`src/rtl/tensor_seq_pkg.sv`:
```
// rtl/tensor_seq_pkg.sv - shared state type and slot-index helpers for the HMMA sequencer
// Contents:
//   seq_state_e  : sequencer FSM states (IDLE / ISSUE / DRAIN)
//   idx_w        : index width of a field with n entries (never below 1 bit)
//   slot_count   : number of issue slots per request
//   slot_octet   : slot index -> octet (step is the fastest-varying field)
//   slot_step    : slot index -> step
`ifndef LATENCY_HMMA
`define LATENCY_HMMA 4
`endif

package tensor_seq_pkg;

  typedef enum logic [1:0] {
    IDLE  = 2'd0,
    ISSUE = 2'd1,
    DRAIN = 2'd2
  } seq_state_e;

  function automatic int idx_w(input int n);
    return (n > 1) ? $clog2(n) : 1;
  endfunction

  function automatic int slot_count(input int num_octets, input int num_steps);
    return num_octets * num_steps;
  endfunction

  function automatic int slot_octet(input int cnt, input int num_steps);
    return cnt / num_steps;
  endfunction

  function automatic int slot_step(input int cnt, input int num_steps);
    return cnt % num_steps;
  endfunction

endpackage

```
`src/rtl/tensor_hmma_seq_if.sv`:
```
// rtl/tensor_hmma_seq_if.sv - request, DPU and writeback signals of the HMMA sequencer
// Ports (slave = sequencer side, master = environment side):
//   req_valid/req_ready/req_tag             : HMMA request handshake
//   dpu_valid_in/dpu_octet/dpu_step          : issue slot towards the DPU
//   dpu_stall/dpu_valid_out                  : DPU freeze and result valid
//   wb_valid/wb_ready/wb_octet/wb_step/
//   wb_tag/wb_last                           : D-tile writeback handshake
//   busy                                     : sequencer not idle
interface tensor_hmma_seq_if #(
  parameter int OCTW = 2,
  parameter int STPW = 1,
  parameter int TAGW = 8
);
  logic            req_valid;
  logic            req_ready;
  logic [TAGW-1:0] req_tag;
  logic            dpu_valid_in;
  logic [OCTW-1:0] dpu_octet;
  logic [STPW-1:0] dpu_step;
  logic            dpu_stall;
  logic            dpu_valid_out;
  logic            wb_valid;
  logic            wb_ready;
  logic [OCTW-1:0] wb_octet;
  logic [STPW-1:0] wb_step;
  logic [TAGW-1:0] wb_tag;
  logic            wb_last;
  logic            busy;

  modport slave (
    input  req_valid, req_tag, dpu_valid_out, wb_ready,
    output req_ready, dpu_valid_in, dpu_octet, dpu_step, dpu_stall,
           wb_valid, wb_octet, wb_step, wb_tag, wb_last, busy
  );

  modport master (
    output req_valid, req_tag, dpu_valid_out, wb_ready,
    input  req_ready, dpu_valid_in, dpu_octet, dpu_step, dpu_stall,
           wb_valid, wb_octet, wb_step, wb_tag, wb_last, busy
  );
endinterface

```
`src/rtl/tensor_slot_counter.sv`:
```
// rtl/tensor_slot_counter.sv - clear/enable slot counter with terminal-count flag
// Ports:
//   clk, reset : clock, synchronous active-high reset
//   clr        : synchronous clear (new request accepted)
//   en         : count one slot
//   cnt        : current slot count, saturates at SLOTS
//   tc         : cnt is the last slot index (SLOTS-1)
module tensor_slot_counter #(
  parameter int SLOTS = 8,
  parameter int CNTW  = $clog2(SLOTS + 1)
) (
  input  logic            clk,
  input  logic            reset,
  input  logic            clr,
  input  logic            en,
  output logic [CNTW-1:0] cnt,
  output logic            tc
);

  // Saturating at SLOTS keeps the count meaningful after the last slot;
  // only clr brings it back to zero.
  always_ff @(posedge clk) begin
    if (reset || clr) begin
      cnt <= '0;
    end else if (en && (cnt != CNTW'(SLOTS))) begin
      cnt <= cnt + CNTW'(1);
    end
  end

  assign tc = (cnt == CNTW'(SLOTS - 1));

endmodule

```
`src/rtl/tensor_hmma_seq.sv`:
```
// rtl/tensor_hmma_seq.sv - HMMA request to DPU issue-slot sequencer with in-order writeback
// Ports:
//   clk, reset : clock, synchronous active-high reset (shared with the DPU)
//   bus        : tensor_hmma_seq_if.slave - request, DPU issue/stall, writeback, busy
// One accepted request issues NUM_OCTETS*NUM_STEPS slots, one per unstalled
// cycle, and returns one tagged D-tile per DPU result in issue order.
`ifndef LATENCY_HMMA
`define LATENCY_HMMA 4
`endif

module tensor_hmma_seq
  import tensor_seq_pkg::*;
#(
  parameter int NUM_OCTETS = 4,
  parameter int NUM_STEPS  = 2,
  parameter int LATENCY    = `LATENCY_HMMA,
  parameter int TAGW       = 8
) (
  input  logic             clk,
  input  logic             reset,
  tensor_hmma_seq_if.slave bus
);

  localparam int OCTW  = idx_w(NUM_OCTETS);
  localparam int STPW  = idx_w(NUM_STEPS);
  localparam int SLOTS = slot_count(NUM_OCTETS, NUM_STEPS);
  localparam int CNTW  = $clog2(SLOTS + 1);

  seq_state_e      state;
  logic            issue_en;
  logic            ready_q;
  logic            busy_q;
  logic [TAGW-1:0] tag_q;

  logic [CNTW-1:0] issue_cnt;
  logic [CNTW-1:0] wb_cnt;
  logic            issue_tc;
  logic            wb_tc;

  logic            accept;
  logic            stall;
  logic            issue_fire;
  logic            wb_fire;

  assign accept     = bus.req_valid & ready_q;
  // A result the writeback side cannot take freezes the whole DPU pipe,
  // so nothing new may enter it either.
  assign stall      = bus.dpu_valid_out & ~bus.wb_ready;
  assign issue_fire = issue_en & ~stall;
  assign wb_fire    = bus.dpu_valid_out & bus.wb_ready;

  tensor_slot_counter #(.SLOTS(SLOTS), .CNTW(CNTW)) u_issue_cnt (
    .clk   (clk),
    .reset (reset),
    .clr   (accept),
    .en    (issue_fire),
    .cnt   (issue_cnt),
    .tc    (issue_tc)
  );

  tensor_slot_counter #(.SLOTS(SLOTS), .CNTW(CNTW)) u_wb_cnt (
    .clk   (clk),
    .reset (reset),
    .clr   (accept),
    .en    (wb_fire),
    .cnt   (wb_cnt),
    .tc    (wb_tc)
  );

  always_ff @(posedge clk) begin
    if (reset) begin
      state    <= IDLE;
      issue_en <= 1'b0;
      ready_q  <= 1'b1;
      busy_q   <= 1'b0;
      tag_q    <= '0;
    end else begin
      case (state)
        IDLE: begin
          if (accept) begin
            tag_q    <= bus.req_tag;
            state    <= ISSUE;
            issue_en <= 1'b1;
            ready_q  <= 1'b0;
            busy_q   <= 1'b1;
          end
        end
        ISSUE: begin
          if (issue_fire && issue_tc) begin
            state    <= DRAIN;
            issue_en <= 1'b0;
          end
        end
        DRAIN: begin
          if (wb_fire && wb_tc) begin
            state   <= IDLE;
            ready_q <= 1'b1;
            busy_q  <= 1'b0;
          end
        end
        default: begin
          state    <= IDLE;
          issue_en <= 1'b0;
          ready_q  <= 1'b1;
          busy_q   <= 1'b0;
        end
      endcase
    end
  end

  assign bus.req_ready    = ready_q;
  assign bus.busy         = busy_q;
  assign bus.dpu_stall    = stall;
  assign bus.dpu_valid_in = issue_fire;
  assign bus.dpu_octet    = OCTW'(slot_octet(int'(issue_cnt), NUM_STEPS));
  assign bus.dpu_step     = STPW'(slot_step(int'(issue_cnt), NUM_STEPS));
  assign bus.wb_valid     = bus.dpu_valid_out;
  assign bus.wb_octet     = OCTW'(slot_octet(int'(wb_cnt), NUM_STEPS));
  assign bus.wb_step      = STPW'(slot_step(int'(wb_cnt), NUM_STEPS));
  assign bus.wb_tag       = tag_q;
  assign bus.wb_last      = wb_tc;

  // A result with nothing outstanding means the DPU broke the protocol.
  a_no_orphan_result: assert property (@(posedge clk) disable iff (reset)
    bus.dpu_valid_out |-> (wb_cnt != issue_cnt));
  a_wb_behind_issue: assert property (@(posedge clk) disable iff (reset)
    wb_cnt <= issue_cnt);
  // The pipe cannot hold more slots than it has stages.
  a_in_flight_depth: assert property (@(posedge clk) disable iff (reset)
    (int'(issue_cnt) - int'(wb_cnt)) <= LATENCY);

endmodule

```
`src/flat_wrapper.sv`:
```
// flat-port wrapper written by rule: the top's interface ports become plain ports
module tensor_hmma_seq_flat import tensor_seq_pkg::*;
#(
  parameter int NUM_OCTETS = 4,
  parameter int NUM_STEPS  = 2,
  parameter int LATENCY    = `LATENCY_HMMA,
  parameter int TAGW       = 8
)
  (clk, reset, bus_req_valid, bus_req_tag, bus_dpu_valid_out, bus_wb_ready, bus_req_ready, bus_dpu_valid_in, bus_dpu_octet, bus_dpu_step, bus_dpu_stall, bus_wb_valid, bus_wb_octet, bus_wb_step, bus_wb_tag, bus_wb_last, bus_busy);
  tensor_hmma_seq_if #(.OCTW(2), .STPW(1), .TAGW(TAGW)) bus_i ();
  input  logic clk;
  input  logic reset;
  input wire logic [$bits(bus_i.req_valid)-1:0] bus_req_valid;
  input wire logic [$bits(bus_i.req_tag)-1:0] bus_req_tag;
  input wire logic [$bits(bus_i.dpu_valid_out)-1:0] bus_dpu_valid_out;
  input wire logic [$bits(bus_i.wb_ready)-1:0] bus_wb_ready;
  output wire logic [$bits(bus_i.req_ready)-1:0] bus_req_ready;
  output wire logic [$bits(bus_i.dpu_valid_in)-1:0] bus_dpu_valid_in;
  output wire logic [$bits(bus_i.dpu_octet)-1:0] bus_dpu_octet;
  output wire logic [$bits(bus_i.dpu_step)-1:0] bus_dpu_step;
  output wire logic [$bits(bus_i.dpu_stall)-1:0] bus_dpu_stall;
  output wire logic [$bits(bus_i.wb_valid)-1:0] bus_wb_valid;
  output wire logic [$bits(bus_i.wb_octet)-1:0] bus_wb_octet;
  output wire logic [$bits(bus_i.wb_step)-1:0] bus_wb_step;
  output wire logic [$bits(bus_i.wb_tag)-1:0] bus_wb_tag;
  output wire logic [$bits(bus_i.wb_last)-1:0] bus_wb_last;
  output wire logic [$bits(bus_i.busy)-1:0] bus_busy;
  assign bus_i.req_valid = bus_req_valid;
  assign bus_i.req_tag = bus_req_tag;
  assign bus_i.dpu_valid_out = bus_dpu_valid_out;
  assign bus_i.wb_ready = bus_wb_ready;
  assign bus_req_ready = bus_i.req_ready;
  assign bus_dpu_valid_in = bus_i.dpu_valid_in;
  assign bus_dpu_octet = bus_i.dpu_octet;
  assign bus_dpu_step = bus_i.dpu_step;
  assign bus_dpu_stall = bus_i.dpu_stall;
  assign bus_wb_valid = bus_i.wb_valid;
  assign bus_wb_octet = bus_i.wb_octet;
  assign bus_wb_step = bus_i.wb_step;
  assign bus_wb_tag = bus_i.wb_tag;
  assign bus_wb_last = bus_i.wb_last;
  assign bus_busy = bus_i.busy;
  tensor_hmma_seq #(.NUM_OCTETS(NUM_OCTETS), .NUM_STEPS(NUM_STEPS), .LATENCY(LATENCY), .TAGW(TAGW)) u_core (.clk(clk), .reset(reset), .bus(bus_i));
endmodule
```
`config.mk`:
```
export PLATFORM = sky130hd
export DESIGN_NAME = tensor_hmma_seq_flat
export DESIGN_NICKNAME = d
export VERILOG_FILES = /design/src/rtl/tensor_seq_pkg.sv /design/src/rtl/tensor_hmma_seq_if.sv /design/src/rtl/tensor_slot_counter.sv /design/src/rtl/tensor_hmma_seq.sv /design/src/flat_wrapper.sv
export SDC_FILE = /design/constraint.sdc
export NUM_CORES = 1
export LEC_CHECK = 0
export CORE_ASPECT_RATIO = 0.7
export CORE_UTILIZATION = 40
export DETAILED_ROUTE_END_ITERATION = 7
export PLACE_DENSITY = 0.76
export SLEW_MARGIN = 20
export SYNTH_ARGS = -nofsm -noshare
export SYNTH_HDL_FRONTEND = slang
export SYNTH_HIERARCHICAL = 1
export SYNTH_SLANG_ARGS = --single-unit
export TNS_END_PERCENT = 1
```
`constraint.sdc`:
```
create_clock -name clk -period 1.28 [get_ports clk]
set_input_delay 0.256 -clock clk [delete_from_list [all_inputs] [get_ports clk]]
set_output_delay 0.256 -clock clk [all_outputs]
set_load 0.02 [all_outputs]
```
==> flow_summary.toml <==
[pwr]
p_leak_nw = 0.664
pwr-share-clk_pct = 23.8
ir_drop_uv = 464
power-per-cell-area_nw_per_um2 = 812
switchingPower_w = 0.000365
seqPwrFrac_pct = 53.2
switching_share_pct = 27.7
p_total_w = 0.00132
pwr-share-comb_pct = 23.0
p_int_w = 0.000952

[sta]
clock_skew_ns = 0.000994
drv_slew = 0
hold_violations = 0
tightest_slew_ns = 0.232
max_freq_mhz = 719
totalNegativeSetupSlack_ns = -0.231
fin_crit_ns = 1.39
setup_viol = 3
relSlewSlack_pct = 84.5
rsz0062_at_grt = "yes"
timing.final.ws_setup_ns = -0.112
layout_worst_path_cycle_share_pct = 109

[detailed_routing]
vias = 1036
firstDrtPassIters = 4
wire_per_inst_um = 12.7
ant_nets = 0
viasPerCell = 5.10
finalWirelength_mm = 2.59
drc_errors = 0
drt-initial-drc-count = 41

[synthesis]
synth_warnings = 6
syn_inst = 117
synthArstFlopShare_pct = 0
synth_cell_types = 34
synth_area_um2 = 1010
avgSynthCellArea_um2 = 8.67
ys_ff_latch = 21
ys_seq_area_share_pct = 41.4
syn_nets = 134
synth_ff_type = "dfxtp_1"
synth-edff-count = 0

[die]
start_util_pct = 44.6
fp.dieW_um = 62.2
coreArea_um2 = 2280
dieHeight_um = 44.1
rows = 14
io_pins = 33
fp.dieArea_um2 = 2750

[clock_tree]
cts_buffers = 3
clk_latency_ns = 0.30
clk_pin_slew_worst_paths_ns = 0.11
cts_hold_buffers = 0
clock_sink_count = 21
clk_path_buf_depth = 2
cts_setup_buffers = 0
cts.htree.levels = 1
cts_tree = "yes"
root_buffer = "clkbuf_4"

[place]
place.gp.congestion = 0.767
hpwl_mm = 1.85
portBuffers = 32
placed_cells = 199

[setup_path]
crit_type = "flop to flop"
cpPeakStageDelay_ns = 0.47
r2r_start = "u_core/u_issue_cnt/cnt[0]"
r2r_setup_slack_ns = -0.11
start_kind = "flop"
required_ns = 1.52
cp.arrival_ns = 1.63
cp_common_cell = "nand2_2"
end_kind = "flop"
r2r_cells = 6
cp_max_fo = 2
startpoint = "u_core/u_issue_cnt/cnt[0]"
worstPathCellList = "ha_4, nand2_2, nor2_2, nand2_2, or4b_1, a21oi_1"
cpMaxStageDelayCell = "or4b_1"

[final_layout]
antenna_cells = 0
syn_to_final_growth_pct = 59.8
fill_cells = 175
multi_input_area_um2 = 629
final_nets = 189
instances_no_fill = 203
seq_area_um2 = 430
layout-drive-gt1-share_pct = 37.4

[status]
violations = "negative setup slack"
status = "finished with violations"

[grt]
grt_start_max_net_pins = 22
overflow = 0
track_usage_pct = 20.5
grt_first_pass_wirelength_mm = 4.42
grt_pass1_vias = 1026
antenna_found_initial = 0

[flow_run]
maxCapViolCount = 0

[hold_path]
min_path_cells = 2
min-delay-start = "u_core/bus.wb_tag[5]"
hold_path.class = "flop to flop"
[cells by family after synthesis]
group,after synthesis,share of synthesized area [%]
flops,21,41.4
fa+ha+maj,4,4.93
compound gates,26,17.4
buf+inv,11,4.69
simple gates,53,29.8
xor+xnor,2,1.73
[cell usage in the layout, fill, tap and decap left out, types with 3 or more instances in the layout]
cell	n
a211oi_2	4
buf_4	21
o21ai_1	4
ha_4	4
nor3_1	4
a21oi_1	11
inv_1	3
clkdlybuf4s15_1	4
buf_2	5
buf_6	3
clkdlybuf4s50_1	10
clkbuf_4	3
dlygate4sd2_1	10
dfxtp_1	17
nand2_1	21
[flip-flops by register name, summed over array words and instances (netlist names)]
signal / count
u_core/bus.wb_tag: 8
u_core/u_issue_cnt/cnt: 4
u_core/u_wb_cnt/cnt: 4
u_core/state: 2
u_core/bus.busy: 1
u_core/bus.req_ready: 1
u_core/issue_en: 1
[synthesized netlist by cell type (4+ instances only)]
| master | number | area, µm² |
|---|---|---|
| a211oi_2 | 4 | 50.1 |
| a21oi_1 | 11 | 55.1 |
| dfxtp_1 | 21 | 420 |
| ha_1 | 4 | 50.1 |
| inv_1 | 7 | 26.3 |
| nand2_1 | 23 | 86.3 |
| nor2_1 | 4 | 15.0 |
| nor3_1 | 4 | 20.0 |
| o21ai_1 | 4 | 20.0 |
[what timing repair did]
action | in CTS | in global routing
setup endpoints to repair | 30 | 18
pin swaps | 0 | 10
resized for setup | 57 | 22
[worst max-delay path, delay by kind of cell, from the launching register on]
| family | cells | cell delay, ns |
|---|---|---|
| AO/OA/AOI/OAI | 1 | 0.13 |
| adder cells (fa/ha/maj) | 1 | 0.14 |
| flip-flops | 1 | 0.38 |
| AND/OR/NAND/NOR | 4 | 0.69 |
[power by group through the flow]
stage	registers [W]	clock network [W]	logic, W
after global placement	0.000713	0	0.000302
after global routing	0.000706	0.000352	0.000328
after CTS	0.000698	0.000328	0.000292
final	0.000700	0.000314	0.000302
after floorplan	0.000746	0	0.000105
after detailed placement	0.000714	0	0.000309
[metrics by stage]
step / cell area, µm² / hold slack [ns] / util, % / setup slack (ns)
CTS: 1550 / 0.461 / 68.1 / -0.177
global route: 1620 / 0.487 / 71.2 / -0.176
floorplan: 1030 / 0.311 / - / -0.167
global placement: 1550 / 0.443 / 68.1 / -0.590
finish: 1620 / 0.460 / 71.2 / -0.112
detailed placement: 1550 / 0.449 / 68.1 / -0.590
[cell type report]
class | instances | area share (%)
Clock buffer | 4 | 1.62
Inverter | 7 | 1.93
Multi-Input combinational cell | 85 | 38.8
Sequential cell | 21 | 26.5
Tap cell | 32 | 2.47
Timing Repair Buffer | 54 | 28.6
[routing by layer]
layer / vias up / wire length [µm] / track usage, %
met2: 33 / 1250 / 37.8
met3: 4 / 120 / 4.90
met4: 0 / 40 / 8.84
met1: 482 / 1170 / 23.5
li1: 517 / - / -
met5: - / 0 / 0
[final timing paths]
| check | end |
|---|---|
| min reg2reg | u_core/bus.wb_tag[5] |
| max reg2reg | u_core/state[1] |
| min | u_core/bus.wb_tag[5] |
| max | u_core/state[1] |
(Power assumes the default switching activity.)
